--- config.mk ---
export PLATFORM = sky130hd
export DESIGN_NAME = gearbox_align_ctrl
export DESIGN_NICKNAME = d
export VERILOG_FILES = /design/src/rtl/gearbox_align_ctrl.sv
export SDC_FILE = /design/constraint.sdc
export NUM_CORES = 1
export LEC_CHECK = 0
export ABC_CLOCK_PERIOD_IN_PS = 2650
export BUFFER_PORTS_ARGS = -buffer_cell sky130_fd_sc_hd__buf_2
export CAP_MARGIN = 25
export CORE_ASPECT_RATIO = 1.75
export CORE_MARGIN = 2
export CORE_UTILIZATION = 30
export CTS_BUF_LIST = sky130_fd_sc_hd__clkbuf_4 sky130_fd_sc_hd__clkbuf_8 sky130_fd_sc_hd__clkbuf_16
export CTS_CLUSTER_SIZE = 8
export DETAILED_ROUTE_END_ITERATION = 10
export GPL_TIMING_DRIVEN = 0
export PLACE_DENSITY_LB_ADDON = 0.25
export SETUP_SLACK_MARGIN = 0.2
export SYNTH_ARGS = -nofsm -noshare
export SYNTH_HDL_FRONTEND = slang
export SYNTH_SLANG_ARGS = --single-unit
export TNS_END_PERCENT = 1
--- constraint.sdc ---
create_clock -name px_clk -period 2.65 [get_ports px_clk]
set_clock_uncertainty 0.2 [all_clocks]
set_input_delay 0.3975 -clock px_clk [delete_from_list [all_inputs] [get_ports px_clk]]
set_output_delay 0.3975 -clock px_clk [all_outputs]
set_load 0.01 [all_outputs]
--- src/rtl/gearbox_align_ctrl.sv ---
// gearbox_align_ctrl
// Word-alignment training controller for the 6-to-12 sensor gearbox.
// Sweeps the gearbox bit-slip offset 0..11 while the sensor sends a fixed
// training word, locks on the first offset that gives a stable match, then
// watches the locked offset and retrains automatically on sustained mismatch.
// All outputs come straight from flops and track the state register.
module gearbox_align_ctrl #(
  parameter logic [11:0] TRAIN_WORD    = 12'hF00,
  parameter int unsigned SETTLE_CYCLES = 8,
  parameter int unsigned MATCH_CYCLES  = 16,
  parameter int unsigned LOSS_THRESH   = 4
) (
  input  logic        px_clk,
  input  logic        px_reset_n,
  input  logic        train_start,
  input  logic        train_en,
  input  logic [11:0] din,
  output logic [3:0]  slip_num,
  output logic        busy,
  output logic        locked,
  output logic        train_fail,
  output logic        lock_lost
);

  localparam logic [7:0] SETTLE_LAST = 8'(SETTLE_CYCLES - 1);
  localparam logic [7:0] MATCH_LAST  = 8'(MATCH_CYCLES - 1);
  localparam logic [3:0] LOSS_LAST   = 4'(LOSS_THRESH - 1);
  localparam logic [3:0] SLIP_LAST   = 4'd11;

  typedef enum logic [2:0] {
    StIdle,
    StSettle,
    StCheck,
    StNext,
    StLocked,
    StFail
  } state_t;

  state_t     state_q, state_d;
  logic [3:0] slip_q, slip_d;
  logic [7:0] settleCnt_q, settleCnt_d;
  logic [7:0] matchCnt_q, matchCnt_d;
  logic [3:0] lossCnt_q, lossCnt_d;
  logic       busy_q, busy_d;
  logic       locked_q, locked_d;
  logic       trainFail_q, trainFail_d;
  logic       lockLost_q, lockLost_d;
  logic       lossEvent;
  logic       wordMatch;

  assign wordMatch = (din == TRAIN_WORD);

  // State register and registered outputs; reset aborts any training in flight.
  always_ff @(posedge px_clk) begin
    if (!px_reset_n) begin
      state_q     <= StIdle;
      slip_q      <= 4'd0;
      settleCnt_q <= 8'd0;
      matchCnt_q  <= 8'd0;
      lossCnt_q   <= 4'd0;
      busy_q      <= 1'b0;
      locked_q    <= 1'b0;
      trainFail_q <= 1'b0;
      lockLost_q  <= 1'b0;
    end else begin
      state_q     <= state_d;
      slip_q      <= slip_d;
      settleCnt_q <= settleCnt_d;
      matchCnt_q  <= matchCnt_d;
      lossCnt_q   <= lossCnt_d;
      busy_q      <= busy_d;
      locked_q    <= locked_d;
      trainFail_q <= trainFail_d;
      lockLost_q  <= lockLost_d;
    end
  end

  // Next-state logic; a train_start pulse restarts the sweep from any state and beats a loss event.
  always_comb begin
    state_d     = state_q;
    slip_d      = slip_q;
    settleCnt_d = settleCnt_q;
    matchCnt_d  = matchCnt_q;
    lossCnt_d   = lossCnt_q;
    lossEvent   = 1'b0;

    if (train_start) begin
      state_d     = StSettle;
      slip_d      = 4'd0;
      settleCnt_d = 8'd0;
      matchCnt_d  = 8'd0;
      lossCnt_d   = 4'd0;
    end else begin
      case (state_q)
        StIdle: begin
          state_d = StIdle;
        end

        StSettle: begin
          if (settleCnt_q == SETTLE_LAST) begin
            state_d     = StCheck;
            settleCnt_d = 8'd0;
            matchCnt_d  = 8'd0;
          end else begin
            settleCnt_d = settleCnt_q + 8'd1;
          end
        end

        StCheck: begin
          if (wordMatch) begin
            if (matchCnt_q == MATCH_LAST) begin
              state_d    = StLocked;
              matchCnt_d = 8'd0;
              lossCnt_d  = 4'd0;
            end else begin
              matchCnt_d = matchCnt_q + 8'd1;
            end
          end else begin
            state_d    = StNext;
            matchCnt_d = 8'd0;
          end
        end

        StNext: begin
          if (slip_q == SLIP_LAST) begin
            state_d = StFail;
            slip_d  = 4'd0;
          end else begin
            state_d     = StSettle;
            slip_d      = slip_q + 4'd1;
            settleCnt_d = 8'd0;
          end
        end

        StLocked: begin
          if (!train_en || wordMatch) begin
            lossCnt_d = 4'd0;
          end else if (lossCnt_q == LOSS_LAST) begin
            lossEvent   = 1'b1;
            state_d     = StSettle;
            slip_d      = 4'd0;
            settleCnt_d = 8'd0;
            matchCnt_d  = 8'd0;
            lossCnt_d   = 4'd0;
          end else begin
            lossCnt_d = lossCnt_q + 4'd1;
          end
        end

        StFail: begin
          slip_d = 4'd0;
        end

        default: begin
          state_d = StIdle;
          slip_d  = 4'd0;
        end
      endcase
    end
  end

  // Output decode from the upcoming state so every flag lines up with the state register.
  always_comb begin
    busy_d      = (state_d == StSettle) || (state_d == StCheck);
    locked_d    = (state_d == StLocked);
    trainFail_d = (state_d == StFail);
    lockLost_d  = lossEvent;
  end

  assign slip_num   = slip_q;
  assign busy       = busy_q;
  assign locked     = locked_q;
  assign train_fail = trainFail_q;
  assign lock_lost  = lockLost_q;

endmodule

==> Word-level counts from Yosys, hierarchy flattened <==
Index checks and enable logic that the tools add are counted.
{ "totals": {"reg_bits": 31, "in_bits": 16, "out_inout_bits": 8, "word_cells": 77} }
{ "classes": {"addsub": 4, "eq_ne": 20, "n_mux": 27, "bitwise": 3, "reduce_logical": 14} }
{ "ops": {"columns": ["operator", "count"], "rows": [
  ["2-to-1 mux 8 bit", 7],
  ["one-hot mux 8 bit (3 select lines)", 2],
  ["2-to-1 mux 4 bit", 7],
  ["2-to-1 mux 3 bit", 7],
  ["adder 8 x 1 -> 8 bit (second input constant)", 2],
  ["one-hot mux 3 bit (5 select lines)", 1],
  ["equality test 12 bit (second input constant)", 1],
  ["equality test 3 bit (second input constant)", 4],
  ["!= test 2 bit (second input constant)", 6],
  ["one-hot mux 4 bit (3 select lines)", 1],
  ["equality test 3 x 2 -> 1 bit (second input constant)", 3],
  ["adder 4 x 1 -> 4 bit (second input constant)", 2],
  ["equality test 8 x 3 -> 1 bit (second input constant)", 1],
  ["equality test 8 x 4 -> 1 bit (second input constant)", 1],
  ["one-hot mux 4 bit (2 select lines)", 1],
  ["AND reduction 4 bit", 2],
  ["equality test 3 x 1 -> 1 bit (second input constant)", 2],
  ["AND reduction 3 bit", 2],
  ["nonzero test 3 bit", 2],
  ["equality test 4 x 2 -> 1 bit (second input constant)", 1],
  ["equality test 4 bit (second input constant)", 1],
  ["OR reduction 4 bit", 1],
  ["zero test 3 bit", 1],
  ["NOT 1 bit", 3],
  ["6 further kinds", 7]
]} }

==> Logic depth before layout (Yosys ltp) <==
{ "depth": {"ltp_word": 7, "depth_mapped": 8, "depth_no_buf": 7} }

==> Worst setup path after synthesis <==
Ideal clock, no wire load.
{ "synth_path": {"path_kind": "register to register", "from": "register matchCnt_q[0]", "to": "register locked_q, in the netlist locked", "setup_time_ns": 0.073, "arrival_ns": 1.586, "slack_ns": 0.792, "stages_incl_launch_ff": 9, "n_path_buf": 1, "path_cell_list": "dfxtp_1 ha_1 and3_1 clkbuf_1 nand2_1 nor4_2 nor3_1 or2_1 nor3_2"} }
{ "synth_via": {"elab_chain_len": 6} }
{ "synth_lines": {"columns": ["element", "line_no", "text"], "rows": [
  ["from (decl)", "42", "logic [7:0] matchCnt_q, matchCnt_d;"],
  ["from (signal assigned)", "69", "matchCnt_q <= matchCnt_d;"],
  ["equality test 8 x 4 -> 1 bit", "111", "if (matchCnt_q == MATCH_LAST) begin"],
  ["2-to-1 mux 3 bit", "111", null],
  ["2-to-1 mux 3 bit", "110", "if (wordMatch) begin"],
  ["one-hot mux 3 bit (5 select lines)", "94", "case (state_q)"],
  ["2-to-1 mux 3 bit", "87", "if (train_start) begin"],
  ["equality test 3 bit", "165", "locked_d = (state_d == StLocked);"],
  ["to (signal assigned)", "72", "locked_q <= locked_d;"],
  ["to (decl)", "45", "logic locked_q, locked_d;"]
]} }
No other way between the ends.
A chain may end at the register's enable or synchronous reset.

==> Worst setup path in the final report <==
Same ends and word-level chain as after synthesis.

==> results.tsv <==
stage	metric	value	unit
yosys	synth.most_common_cell	dfxtp_1	
yosys	syn-cell-area	1680	sq um
clock_tree	cts_buffers	5	
placed_design	dp_slack	0.429	ns
power	p_per_area	459	nW/um^2
placed_design	port_buffers	23	
power	peakVddDrop	0.316	mV
clock_tree	cts_setup_buffers	0	
sta	clock.fmax	0.457	GHz
sta	rsz0062_at_grt	false	
worst_setup_path	start_kind	register	
run	max_cap_violations	0	
sta	fin_crit_sh	0.826	
routing	post-route-drc-count	0	
floorplanning	chipHeight	103	um
floorplanning	io_pins	24	
worst_setup_path	slowest_stage	dfxtp_1	
routing	wl	3.99	mm
worst_setup_path	path_cells	ha_1 -> and3_1 -> clkbuf_1 -> nand2_1 -> nor4_2 -> nor3_1 -> or2_1 -> nor3_2	
clock_tree	path_clk_slew	0.06	ns
worst_setup_path	r2r_cells	8	
floorplanning	core	5500	sq um
clock_tree	cts_resized	0	
finish	final_layout_size_suffix_gt1_frac	0.209	
yosys	yosysUniqueCellTypes	49	
sta	hold_violations	0	
sta	final_max_slew_viol_count	0	
global_route	first_global_vias	1469	
finish	fill_cells	616	
routing	antenna_left	0	
worst_hold_path	hold_class	input pin to register	
floorplanning	start_util	0.306	
floorplanning	rows	36	
routing	wl_per_cell	13.0	um
routing	first_pass_iters	4	
global_route	antenna_found_initial	0	
sta	finalSetupViolCount	0	
sta	finalWorstSetupSlack	0.461	ns
sta	period_needed	2.19	ns
clock_tree	tritoncts	built	
worst_setup_path	crit_type	register to register	
yosys	synth.top_cell.area_share	0.370	
routing	vias	1597	
yosys	synth_edf_count	0	
clock_tree	clk_latency	0.29	ns
sta	worstMarginPinSlew	0.499	ns
clock_tree	h-tree-depth	2	
worst_setup_path	reg2reg_slack	0.46	ns
yosys	ys_ff_latch	31	
finish	fin_nets	249	
finish	multi_input_comb_area	1020	sq um
status	status	finished, final reports clean	
finish	area_growth	17.8	%
sta	fin_setup_tns	0	ns
yosys	synth_area_leaders	dfxtp_1, nor2_1, a21oi_1	
floorplanning	fp.dieArea	6240	sq um
yosys	async_reset_ff_frac	0	
finish	antennaDiodeCount	0	
clock_tree	cts_root_buf	clkbuf_8	
yosys	seq_area_frac_synth	0.370	
worst_setup_path	cp.arrival	2.21	ns
yosys	postSynthAreaPerCell	8.44	sq um
clock_tree	ctsHoldBuffers	0	
sta	whs	0.107	ns
global_route	grt_pass1_wl	6.73	mm
floorplanning	die_w	60.6	um
worst_setup_path	endpoint_kind	register	
power	p_leak	0.731	nW
finish	ff_latch_area	621	sq um
worst_setup_path	path_delay_family	simple AND/OR/NAND/NOR gates	
clock_tree	clock_path_buffers	2	
worst_hold_path	hold_depth	2	
placed_design	place_hpwl	3.01	mm
yosys	syn_nets	219	
yosys	synth-main-ff-cell	dfxtp_1	
worst_setup_path	crit_cells	8	
placed_design	gp_congestion	0.741	
yosys	yosysWarningCount	0	
global_route	grt_max_degree	11	
sta	maxSlewHeadroom	0.667	
routing	initialDrtViolationCount	22	
global_route	grt_usage	0.144	
worst_setup_path	critical-path-max-stage-delay	0.37	ns
global_route	grt_overflow	0	
routing	post_drt_via_cell_ratio	5.22	
worst_setup_path	path_buf_inv	1	
worst_setup_path	crit_required	2.67	ns
yosys	synth_common_cells	dfxtp_1, nor2_1, a21oi_1	
yosys	netlist_instances	199	
yosys	yosys.area.top_type	dfxtp_1	
worst_setup_path	cp_max_fo	6	
clock_tree	clock-sinks	31	
==> kinds of logic after synthesis <==
| kind of cell | after synthesis | share of synthesized area |
|---|---|---|
| AO/OA/AOI/OAI | 56 | 0.215 |
| XOR/XNOR | 2 | 0.0104 |
| adder cells (fa/ha/maj) | 4 | 0.0298 |
| buffers and inverters | 10 | 0.0238 |
| flip-flops | 31 | 0.370 |
| multiplexers | 1 | 0.00596 |
| AND/OR/NAND/NOR | 95 | 0.345 |
==> per-layer routing <==
| metal | routed length, um | track usage |
|---|---|---|
| met1 | 1570 | 0.152 |
| met2 | 2210 | 0.260 |
| met3 | 100 | 0.0263 |
| met4 | 104 | 0.0753 |
| met5 | 0 | 0 |
==> power by group <==
part	internal (W)	switching, W
logic	0.0000207	0.0000319
registers	0.000469	0.00000240
clock network	0.000204	0.000178
==> area by class of cell <==
type / instances / share of cell area
plain buffers: 7 / 0.0145
multi-input cells: 158 / 0.515
clock buffers: 7 / 0.0424
well taps: 76 / 0.0481
clock inverters: 1 / 0.00253
flip-flops and latches: 31 / 0.314
inverters: 3 / 0.00569
repair buffers: 23 / 0.0582
==> registers in the layout (all words and copies together) (netlist names) <==
register,count
lock_lost,1
busy,1
slip_num,4
state_q,3
train_fail,1
settleCnt_q,8
matchCnt_q,8
lossCnt_q,4
locked,1
==> worst reg2reg max path: cells and delay by family (launching register included) <==
family                     cells  cell delay [ns]
DFF                            1             0.37
adders and majority gates      1             0.21
buffers and inverters          1             0.22
and+or+nand+nor                6             1.13
==> path summary, 6_finish.rpt <==
kind / startpoint / to
max: matchCnt_q[0] / locked
min: train_start / locked
max reg2reg: matchCnt_q[0] / locked
min reg2reg: matchCnt_q[7] / matchCnt_q[7]
==> layout by cell type, fill, tap and decap left out, types with 2 or more instances in the layout <==
cell,synthesis,routed
a41oi_1,3,3
inv_1,3,3
ha_1,4,4
nor2_1,25,25
nor4b_1,2,2
nor4_1,2,2
clkbuf_8,0,5
a21oi_2,3,3
or3_1,2,2
nor3b_1,3,3
nor2b_1,4,4
a31oi_1,2,2
a21oi_1,17,17
a22oi_1,2,2
clkbuf_1,5,5
xnor2_1,2,2
o21a_1,2,2
a311oi_1,4,4
and3b_1,2,2
nand2b_1,6,6
nand3_1,8,8
nor3_1,6,6
nand2_1,9,9
and3_1,7,7
o21ai_1,4,4
buf_2,2,25
or3b_1,3,3
o21ai_0,11,11
a22o_1,3,3
clkbuf_4,0,2
dfxtp_1,31,31
nor4_2,3,3
==> metrics by stage <==
stage	instances	area (sq um)	util	total power, W
final	306	1980	0.360	0.000907
after global routing	306	1980	0.360	0.000941
after CTS	306	1980	0.360	0.000921
after detailed placement	298	1890	0.344	0.000535
after global placement	298	1890	0.344	0.000535
after floorplan	199	1680	-	0.000510
Note: power is estimated with default switching activity, not from simulation.
